===== config.mk =====
export PLATFORM = sky130hd
export DESIGN_NAME = mem_ctrl_flat
export DESIGN_NICKNAME = d
export VERILOG_FILES = /design/src/rtl/mem_ctrl_if.sv /design/src/rtl/mem_ctrl.sv /design/src/flat_wrapper.sv
export SDC_FILE = /design/constraint.sdc
export NUM_CORES = 1
export LEC_CHECK = 0
export BUFFER_PORTS_ARGS = -buffer_cell sky130_fd_sc_hd__clkbuf_2
export CORE_AREA = 4 4 139 174
export CTS_BUF_LIST = sky130_fd_sc_hd__clkbuf_4
export CTS_CLUSTER_DIAMETER = 50
export CTS_CLUSTER_SIZE = 28
export DETAILED_ROUTE_END_ITERATION = 7
export DIE_AREA = 0 0 143 178
export PLACE_DENSITY_LB_ADDON = 0.12
export SYNTH_ARGS = -nofsm -noshare
export SYNTH_HDL_FRONTEND = slang
export SYNTH_SLANG_ARGS = --single-unit

===== constraint.sdc =====
create_clock -name clk -period 6.55 [get_ports clk]
set_clock_uncertainty 0.05 [all_clocks]
set_input_delay 0.3275 -clock clk [delete_from_list [all_inputs] [get_ports clk]]
set_output_delay 0.3275 -clock clk [all_outputs]
set_load 0.005 [all_outputs]

===== src/rtl/mem_ctrl_if.sv =====
// Bus bundle between mem_ctrl, its two requesters (IFetch, LSB) and the byte-wide RAM/IO port.
// The controller uses the slave modport; the requester/RAM side uses master.
interface mem_ctrl_if #(
  parameter int unsigned ADDR_W = 32,
  parameter int unsigned DATA_W = 32,
  parameter int unsigned LEN_W  = 3
);
  logic [7:0]        mem_din;
  logic [7:0]        mem_dout;
  logic [ADDR_W-1:0] mem_a;
  logic              mem_wr;
  logic              io_buffer_full;
  logic              IF_S;
  logic [ADDR_W-1:0] IF_pc;
  logic              LSB_S;
  logic              LSB_op;
  logic [ADDR_W-1:0] LSB_pc;
  logic [LEN_W-1:0]  LSB_len;
  logic [DATA_W-1:0] LSB_value;
  logic              Mem_success;
  logic              Mem_type;
  logic [DATA_W-1:0] Mem_value;

  modport slave (
    input  mem_din, io_buffer_full, IF_S, IF_pc, LSB_S, LSB_op, LSB_pc, LSB_len, LSB_value,
    output mem_dout, mem_a, mem_wr, Mem_success, Mem_type, Mem_value
  );

  modport master (
    output mem_din, io_buffer_full, IF_S, IF_pc, LSB_S, LSB_op, LSB_pc, LSB_len, LSB_value,
    input  mem_dout, mem_a, mem_wr, Mem_success, Mem_type, Mem_value
  );
endinterface


===== src/rtl/mem_ctrl.sv =====
// Byte-serialising memory controller: arbitrates LSB over IFetch, issues 1/2/4 byte accesses.
// Optional MEMCTRL_IO_STALL_EN holds IO-space store bytes while the IO write buffer is full.
module mem_ctrl #(
  parameter int unsigned ADDR_W = 32,
  parameter int unsigned DATA_W = 32,
  parameter int unsigned LEN_W  = 3
) (
  input  logic      clk,
  input  logic      rst,
  input  logic      rdy,
  input  logic      clr,
  mem_ctrl_if.slave bus
);
  typedef enum logic [1:0] {StIdle, StRead, StWrite, StDone} state_e;

  state_e            r_state, w_state_d;
  logic              r_owner, w_owner_d;
  logic [ADDR_W-1:0] r_addr, w_addr_d, r_mem_a, w_mem_a_d;
  logic [2:0]        r_len, w_len_d, r_cnt, w_cnt_d;
  logic [DATA_W-1:0] r_data, w_data_d, r_buf, w_buf_d, r_value, w_value_d;
  logic [7:0]        r_dout, w_dout_d, r_hold, w_hold_d;
  logic              r_held, w_held_d, r_wr, w_wr_d;
  logic              r_success, w_success_d, r_type, w_type_d;

  logic [2:0]        w_lsb_len, w_cnt_inc;
  logic [1:0]        w_rd_idx, w_wr_idx;
  logic [7:0]        w_rd_byte;
  logic [DATA_W-1:0] w_buf_upd;
  logic [ADDR_W-1:0] w_req_addr, w_next_addr;
  logic              w_io_block;

  always_comb begin
    if (bus.LSB_len == LEN_W'(1))      w_lsb_len = 3'd1;
    else if (bus.LSB_len == LEN_W'(2)) w_lsb_len = 3'd2;
    else                               w_lsb_len = 3'd4;
  end

  assign w_cnt_inc   = r_cnt + 3'd1;
  assign w_rd_idx    = 2'(r_cnt - 3'd1);
  assign w_wr_idx    = w_cnt_inc[1:0];
  assign w_next_addr = r_addr + ADDR_W'(w_cnt_inc);
  assign w_req_addr  = bus.LSB_S ? bus.LSB_pc : bus.IF_pc;
  // A byte caught while frozen stands in for mem_din, which by then reflects the held address.
  assign w_rd_byte   = r_held ? r_hold : bus.mem_din;

  always_comb begin
    w_buf_upd = r_buf;
    w_buf_upd[{w_rd_idx, 3'b000} +: 8] = w_rd_byte;
  end

`ifdef MEMCTRL_IO_STALL_EN
  assign w_io_block = (r_state == StWrite) && (r_mem_a[17:16] == 2'b11) && bus.io_buffer_full;
`else
  logic w_unused_io;
  assign w_unused_io = bus.io_buffer_full;
  assign w_io_block  = 1'b0;
`endif

  always_comb begin
    w_state_d   = r_state;
    w_owner_d   = r_owner;
    w_addr_d    = r_addr;
    w_mem_a_d   = r_mem_a;
    w_len_d     = r_len;
    w_cnt_d     = r_cnt;
    w_data_d    = r_data;
    w_buf_d     = r_buf;
    w_value_d   = r_value;
    w_dout_d    = r_dout;
    w_hold_d    = r_hold;
    w_held_d    = r_held;
    w_wr_d      = r_wr;
    w_success_d = r_success;
    w_type_d    = r_type;
    if (!rdy) begin
      if (r_state == StRead && !r_held && r_cnt != 3'd0) begin
        w_hold_d = bus.mem_din;
        w_held_d = 1'b1;
      end
    end else begin
      w_success_d = 1'b0;
      unique case (r_state)
        StIdle: begin
          if (!clr && (bus.LSB_S || bus.IF_S)) begin
            w_owner_d = bus.LSB_S;
            w_addr_d  = w_req_addr;
            w_mem_a_d = w_req_addr;
            w_len_d   = bus.LSB_S ? w_lsb_len : 3'd4;
            w_data_d  = bus.LSB_value;
            w_buf_d   = '0;
            w_cnt_d   = 3'd0;
            w_held_d  = 1'b0;
            if (bus.LSB_S && bus.LSB_op) begin
              w_state_d = StWrite;
              w_dout_d  = bus.LSB_value[7:0];
              w_wr_d    = 1'b1;
            end else begin
              w_state_d = StRead;
            end
          end
        end
        StRead: begin
          w_held_d = 1'b0;
          if (clr) begin
            w_state_d = StIdle;
          end else if (r_cnt == r_len) begin
            w_state_d   = StDone;
            w_success_d = 1'b1;
            w_type_d    = r_owner;
            w_value_d   = w_buf_upd;
          end else begin
            if (r_cnt != 3'd0) w_buf_d = w_buf_upd;
            w_cnt_d = w_cnt_inc;
            if (w_cnt_inc < r_len) w_mem_a_d = w_next_addr;
          end
        end
        StWrite: begin
          // Stores are committed, so clr never cuts one short.
          if (!w_io_block) begin
            if (w_cnt_inc < r_len) begin
              w_cnt_d   = w_cnt_inc;
              w_mem_a_d = w_next_addr;
              w_dout_d  = r_data[{w_wr_idx, 3'b000} +: 8];
            end else begin
              w_wr_d      = 1'b0;
              w_state_d   = StDone;
              w_success_d = 1'b1;
              w_type_d    = r_owner;
              w_value_d   = '0;
            end
          end
        end
        StDone:  w_state_d = StIdle;
        default: w_state_d = StIdle;
      endcase
    end
  end

  always_ff @(posedge clk) begin
    if (rst) begin
      r_state   <= StIdle;
      r_owner   <= 1'b0;
      r_addr    <= '0;
      r_mem_a   <= '0;
      r_len     <= 3'd0;
      r_cnt     <= 3'd0;
      r_data    <= '0;
      r_buf     <= '0;
      r_value   <= '0;
      r_dout    <= 8'h00;
      r_hold    <= 8'h00;
      r_held    <= 1'b0;
      r_wr      <= 1'b0;
      r_success <= 1'b0;
      r_type    <= 1'b0;
    end else begin
      r_state   <= w_state_d;
      r_owner   <= w_owner_d;
      r_addr    <= w_addr_d;
      r_mem_a   <= w_mem_a_d;
      r_len     <= w_len_d;
      r_cnt     <= w_cnt_d;
      r_data    <= w_data_d;
      r_buf     <= w_buf_d;
      r_value   <= w_value_d;
      r_dout    <= w_dout_d;
      r_hold    <= w_hold_d;
      r_held    <= w_held_d;
      r_wr      <= w_wr_d;
      r_success <= w_success_d;
      r_type    <= w_type_d;
    end
  end

  // Freeze and IO stall gate the strobes so a held byte or pulse reissues once released.
  assign bus.mem_wr      = r_wr & rdy & ~w_io_block;
  assign bus.Mem_success = r_success & rdy;
  assign bus.mem_a       = r_mem_a;
  assign bus.mem_dout    = r_dout;
  assign bus.Mem_type    = r_type;
  assign bus.Mem_value   = r_value;
endmodule

===== src/flat_wrapper.sv =====
// flat-port wrapper written by rule: the top's interface ports become plain ports
module mem_ctrl_flat 
#(
  parameter int unsigned ADDR_W = 32,
  parameter int unsigned DATA_W = 32,
  parameter int unsigned LEN_W  = 3
)
  (clk, rst, rdy, clr, bus_mem_din, bus_io_buffer_full, bus_IF_S, bus_IF_pc, bus_LSB_S, bus_LSB_op, bus_LSB_pc, bus_LSB_len, bus_LSB_value, bus_mem_dout, bus_mem_a, bus_mem_wr, bus_Mem_success, bus_Mem_type, bus_Mem_value);
  mem_ctrl_if #(.ADDR_W(ADDR_W), .DATA_W(DATA_W), .LEN_W(LEN_W)) bus_i ();
  input  logic clk;
  input  logic rst;
  input  logic rdy;
  input  logic clr;
  input wire logic [$bits(bus_i.mem_din)-1:0] bus_mem_din;
  input wire logic [$bits(bus_i.io_buffer_full)-1:0] bus_io_buffer_full;
  input wire logic [$bits(bus_i.IF_S)-1:0] bus_IF_S;
  input wire logic [$bits(bus_i.IF_pc)-1:0] bus_IF_pc;
  input wire logic [$bits(bus_i.LSB_S)-1:0] bus_LSB_S;
  input wire logic [$bits(bus_i.LSB_op)-1:0] bus_LSB_op;
  input wire logic [$bits(bus_i.LSB_pc)-1:0] bus_LSB_pc;
  input wire logic [$bits(bus_i.LSB_len)-1:0] bus_LSB_len;
  input wire logic [$bits(bus_i.LSB_value)-1:0] bus_LSB_value;
  output wire logic [$bits(bus_i.mem_dout)-1:0] bus_mem_dout;
  output wire logic [$bits(bus_i.mem_a)-1:0] bus_mem_a;
  output wire logic [$bits(bus_i.mem_wr)-1:0] bus_mem_wr;
  output wire logic [$bits(bus_i.Mem_success)-1:0] bus_Mem_success;
  output wire logic [$bits(bus_i.Mem_type)-1:0] bus_Mem_type;
  output wire logic [$bits(bus_i.Mem_value)-1:0] bus_Mem_value;
  assign bus_i.mem_din = bus_mem_din;
  assign bus_i.io_buffer_full = bus_io_buffer_full;
  assign bus_i.IF_S = bus_IF_S;
  assign bus_i.IF_pc = bus_IF_pc;
  assign bus_i.LSB_S = bus_LSB_S;
  assign bus_i.LSB_op = bus_LSB_op;
  assign bus_i.LSB_pc = bus_LSB_pc;
  assign bus_i.LSB_len = bus_LSB_len;
  assign bus_i.LSB_value = bus_LSB_value;
  assign bus_mem_dout = bus_i.mem_dout;
  assign bus_mem_a = bus_i.mem_a;
  assign bus_mem_wr = bus_i.mem_wr;
  assign bus_Mem_success = bus_i.Mem_success;
  assign bus_Mem_type = bus_i.Mem_type;
  assign bus_Mem_value = bus_i.Mem_value;
  mem_ctrl #(.ADDR_W(ADDR_W), .DATA_W(DATA_W), .LEN_W(LEN_W)) u_core (.clk(clk), .rst(rst), .rdy(rdy), .clr(clr), .bus(bus_i));
endmodule

## Word level (Yosys, flattened, before mapping)

Cells that the tools add are included.

| cells by class | value |
|---|---|
| $add $sub $neg | 4 |
| order comparisons | 1 |
| eq/ne operators | 17 |
| shift-type cells | 3 |
| mux-type cells | 51 |
| bitwise gates (word level) | 3 |
| reduce and logical (&&, ||, !) cells | 24 |

Operators by type and width:

| kind | count |
|---|---|
| $mux W32 | 12 |
| $pmux W32 S2 | 2 |
| $pmux W32 S3 | 1 |
| $add A32 B3 Y32 | 1 |
| $bwmux W32 | 1 |
| $mux W8 | 4 |
| $shift A8 B7 Y32 const A | 1 |
| $shiftx A32 B6 Y8 | 1 |
| $shiftx A8 B7 Y32 | 1 |
| $mux W3 | 7 |
| $reduce_and A5 Y1 | 4 |
| $pmux W8 S2 | 1 |
| $mux W1 | 12 |
| $reduce_and A6 Y1 | 2 |
| $mux W2 | 5 |
| $ne A2 B2 Y1 const B | 5 |
| $pmux W3 S3 | 1 |
| $pmux W1 S2 | 4 |
| $pmux W2 S4 | 1 |
| $reduce_bool A2 Y1 | 4 |
| $neg A5 Y7 | 1 |
| $ne A2 B1 Y1 const B | 3 |
| $reduce_and A3 Y1 | 2 |
| $reduce_bool A3 Y1 | 2 |
| 19 further kinds | 25 |

| word-level totals | value |
|---|---|
| flip-flop bits (word level) | 189 |
| input port bits | 115 |
| output and inout bits | 75 |

## Depth between registers and ports, before layout

| depth | value |
|---|---|
| depth in word-level cells | 8 |
| depth in mapped cells | 13 |

## Worst setup path after synthesis

OpenSTA, ideal clock, no wires.

| timing | value |
|---|---|
| path type | register to register |
| start point | register u_core.r_cnt[0] |
| end point | register u_core.r_mem_a[30] (netlist: u_core.bus.mem_a[30]) |
| library setup time | 0.117 ns |
| data arrival time | 2.514 ns |
| path slack | 3.869 ns |
| stages on the path, launching flop included | 11 |
| buffers on the path | 0 |
| clock period less this slack | 2.681 ns |
| cell sequence | dfxtp_1 -> inv_1 -> ha_1 -> inv_1 -> fa_1 -> nor2b_1 -> o21ai_1 -> nor3_4 -> mux2i_1 -> nor2_1 -> a22o_1 |

| between the ends | value |
|---|---|
| word-level cells in the longest chain between the ends | 6 |
| elaborated cells between the ends (all ways) | 10 |
| classes of those cells | 2 x add/sub; 1 x order compare; 2 x eq/ne; 4 x mux; 1 x reduce/logical |

RTL lines:

| what | line | source |
|---|---|---|
| start, declared | mem_ctrl.sv:19 | `logic [2:0] r_len, w_len_d, r_cnt, w_cnt_d;` |
| start signal, assigned | mem_ctrl.sv:162 | `r_cnt <= w_cnt_d;` |
| $add A3 B1 Y3 | mem_ctrl.sv:38 | `assign w_cnt_inc = r_cnt + 3'd1;` |
| $add A32 B3 Y32 or $lt A3 B3 Y1 (tied branches) | mem_ctrl.sv:41, mem_ctrl.sv:114, mem_ctrl.sv:120 |  |
| $mux W32 | mem_ctrl.sv:114, mem_ctrl.sv:120 |  |
| $mux W32 | mem_ctrl.sv:106 | `end else if (r_cnt == r_len) begin` |
| $mux W32 | mem_ctrl.sv:104 | `if (clr) begin` |
| $pmux W32 S3 | mem_ctrl.sv:82 | `unique case (r_state)` |
| end signal, assigned | mem_ctrl.sv:160 | `r_mem_a <= w_mem_a_d;` |
| end, declared | mem_ctrl.sv:18 | `logic [ADDR_W-1:0] r_addr, w_addr_d, r_mem_a, w_mem_a_d;` |

Several ways; a longest one is shown, not always the timed one. The select of a mux whose other input is x is not followed.
A chain may end at the register's enable or synchronous reset.

## Final worst setup path

| timing | value |
|---|---|
| start point | register u_core.r_cnt[1] |
| end point | register u_core.r_mem_a[17] (netlist: u_core.bus.mem_a[17]) |

Same word-level chain as after synthesis.

==> summary.txt <==
Layout
  • Fin cells: 1590
  • Fin nets: 1426
  • Layout cells sized above 1: 19.7%
  • Area grow syn2layout: 19.1%
  • Commonest non-fill, non-tap cell in the layout: dfxtp_1
  • Total of fill cells in the finished design: ~2200
  • Leading cell types in the layout, fill and taps excluded: dfxtp_1, clkbuf_2, a21oi_1, nand2_1, nor2_1
  • Fin util: ~50%

Die
  • Die ar.: roughly 25000 sq um
  • Core ar.: 22400 sq um
  • Die width: 143 um
  • Die H: 178 um
  • Std cell rows: 61
  • Initial Util: 41.9%
  • IO Pins: 190

STA
  • Min Hold Slack: 0.0472 ns
  • TNS Setup: 0 ns
  • Final hold vios: 0
  • Fin crit share: 58.6%
  • Unrepaired setup endpoints after global routing: no
  • Tmin final: 3.84 ns
  • Fmax: 0.260 GHz
  • Worst slew pin tran: 1.03 ns
  • Max-slew violations: 0
  • Max-slew headroom: 31.1%
  • Final setup fails: 0

Detailed routing
  • DR vias: about 8700
  • Drt first pass iters: 5
  • Antenna-violating nets left: 0
  • DRT iter0 DRCs: 444
  • Drt total wl: 26900 um
  • Avg WL per Cell: between 15 and 20 um
  • Routed vias/inst: 5.46
  • Drc violations: 0

Clocking
  • H-Tree Depth: 4
  • CTS Sinks: 189
  • Clk_lat worst skew: 0.58 ns
  • TritonCTS clock tree: built
  • Root Buffer: clkbuf_4
  • CTS Hold Bufs: 45
  • Clock Path Buffers: 2
  • Cts repair resizes: 0
  • Setup bufs post-CTS: 0
  • Clk slew on worst S/H paths: 0.17 ns
  • CTS Buf Count: 17

Global route
  • Vias in the first global route: 8201
  • Global route total overflow: 0
  • Global-route total usage across every layer: 21.0%
  • Initial antenna violation count: 1
  • Largest net degree at the start of global routing: 120
  • Global-route wire length before repair: 43200 um

Synth
  • Post-synth EDFFs: 0
  • Netlist cell types: 64
  • Fraction of registers with async set or reset after synthesis: 0%
  • Flops & latches, synth: roughly 190
  • Most used DFF post-synth: dfxtp_1
  • Net count after synthesis: 1252
  • Mean Syn Cell Area: 8.36 sq um
  • Mapped Area: 9360 sq um
  • Gate Count Post-Synth: approximately 1100
  • Register area share after synthesis: 40.4%
  • Yosys warnings: 0

Placement
  • Dpl hpwl: ~18000 um
  • Placed cell count: 1512
  • RD Place Congestion: 0.796
  • Port Buf Inserts: 188

Critical path
  • Worst endpoint required time: 6.99 ns
  • Critical Path AT: 4.28 ns
  • Crit Path Category: reg -> reg
  • Worst-path fanout max: 14
  • Startpoint Class: flip-flop
  • Worst setup EP type: flip-flop

Job
  • Max Cap Viol: 0

Power and ir drop
  • P per Cell Area: 224 nW/um^2
  • Leak Pwr: 4.23 nW
  • Peak VDD IR: slightly above 0.0001 V

Run status
  • Run status: finished, final reports clean

Min path
  • Hold Crit Class: in -> reg
## sequential cells by signal, summed over array words and instances (netlist names), 8 cells and up
signal                cells
u_core.bus.mem_dout       8
u_core.r_data            32
u_core.r_buf             32
u_core.bus.Mem_value     32
u_core.r_addr            32
u_core.r_hold             8
u_core.bus.mem_a         32
## report_power, final
part,switching (mW),leakage [nW],internal (mW),total (mW)
Combinational,0.353,2.54,0.210,0.563
Sequential,0.0510,1.53,1.21,1.26
Clock,0.429,0.157,0.240,0.669
## layout make-up
| type | instances | area [sq um] | share of cell area, % |
|---|---|---|---|
| diodes | 1 | 2.50 | 0.0224 |
| clock buffers | 18 | 135 | 1.21 |
| clock inverters | 14 | 160 | 1.44 |
| inverters | 20 | 75.1 | 0.673 |
| multi-input cells | 820 | 5150 | 46.2 |
| flip-flops and latches | 189 | 3780 | 33.9 |
| well taps | 283 | 354 | 3.18 |
| repair buffers | 245 | 1490 | 13.3 |
## cell usage after synthesis, types with 3 or more instances
library cell	number	area share [%]
nand2b_1	5	0.33
clkbuf_1	66	2.6
and2_1	6	0.40
inv_1	18	0.72
or3_1	33	2.2
nand4_1	8	0.53
a311oi_1	3	0.28
and3_1	6	0.40
or4_1	36	2.9
nor2_1	93	3.7
o211ai_1	15	1.2
mux2i_1	65	7.0
nor4_1	3	0.20
nand3_1	11	0.59
o21ai_1	6	0.32
and4_1	4	0.37
nor2b_1	29	1.9
nand2_1	146	5.9
xor2_1	14	1.3
buf_2	11	0.59
a211oi_1	43	3.4
a21o_1	3	0.24
xnor2_1	10	0.94
nand3b_1	6	0.48
a21oi_1	153	8.2
dfxtp_1	189	40
a32o_1	8	0.86
buf_6	3	0.36
mux4_2	8	1.9
buf_1	8	0.32
nor3_1	14	0.75
o21ai_0	34	1.8
a31oi_1	5	0.33
ha_1	17	2.3
## critical path, stage by stage (launching register included)
cell      delay (ns)
dfxtp_1         0.47
inv_1           0.15
ha_1            0.84
ha_1            0.36
nor2b_1         0.12
o21ai_0         0.13
nand2b_1        0.32
a211oi_4        0.72
nand2_1         0.36
o211ai_1        0.26
## through the flow
step / cell area [sq um] / total power [mW] / setup slack (ns)
4_1_cts: 11100 / 2.52 / 2.67
2_1_floorplan: 9360 / 1.65 / 3.87
3_3_place_gp: 10400 / 1.83 / 2.69
6_report: 11100 / 2.50 / 2.71
5_1_grt: 11100 / 2.64 / 2.38
3_5_place_dp: 10400 / 1.83 / 2.72
## routing by layer
metal	part of all wire (%)	up-vias	GRT usage [%]
met4	1.7	0	5.74
met1	43	4045	27.2
li1	-	4359	-
met3	5.0	34	3.92
met5	0	-	0
met2	51	237	36.0
## final timing paths
kind	start	end	slack, ns	cells after the start
max	u_core.r_cnt[1]	u_core.bus.mem_a[17]	2.71	9
min	bus_LSB_pc[8]	u_core.r_addr[8]	0.05	3
max reg2reg	u_core.r_cnt[1]	u_core.bus.mem_a[17]	2.71	9
min reg2reg	u_core.bus.Mem_value[27]	u_core.bus.Mem_value[27]	0.41	2
## cells by family after synthesis
family | share of synthesized area, %
compound gates | 19.4
xor+xnor | 2.25
mux | 9.12
fa+ha+maj | 2.49
simple gates | 21.5
flops | 40.4
buf+inv | 4.85
Note: power is estimated with default switching activity, not from simulation.
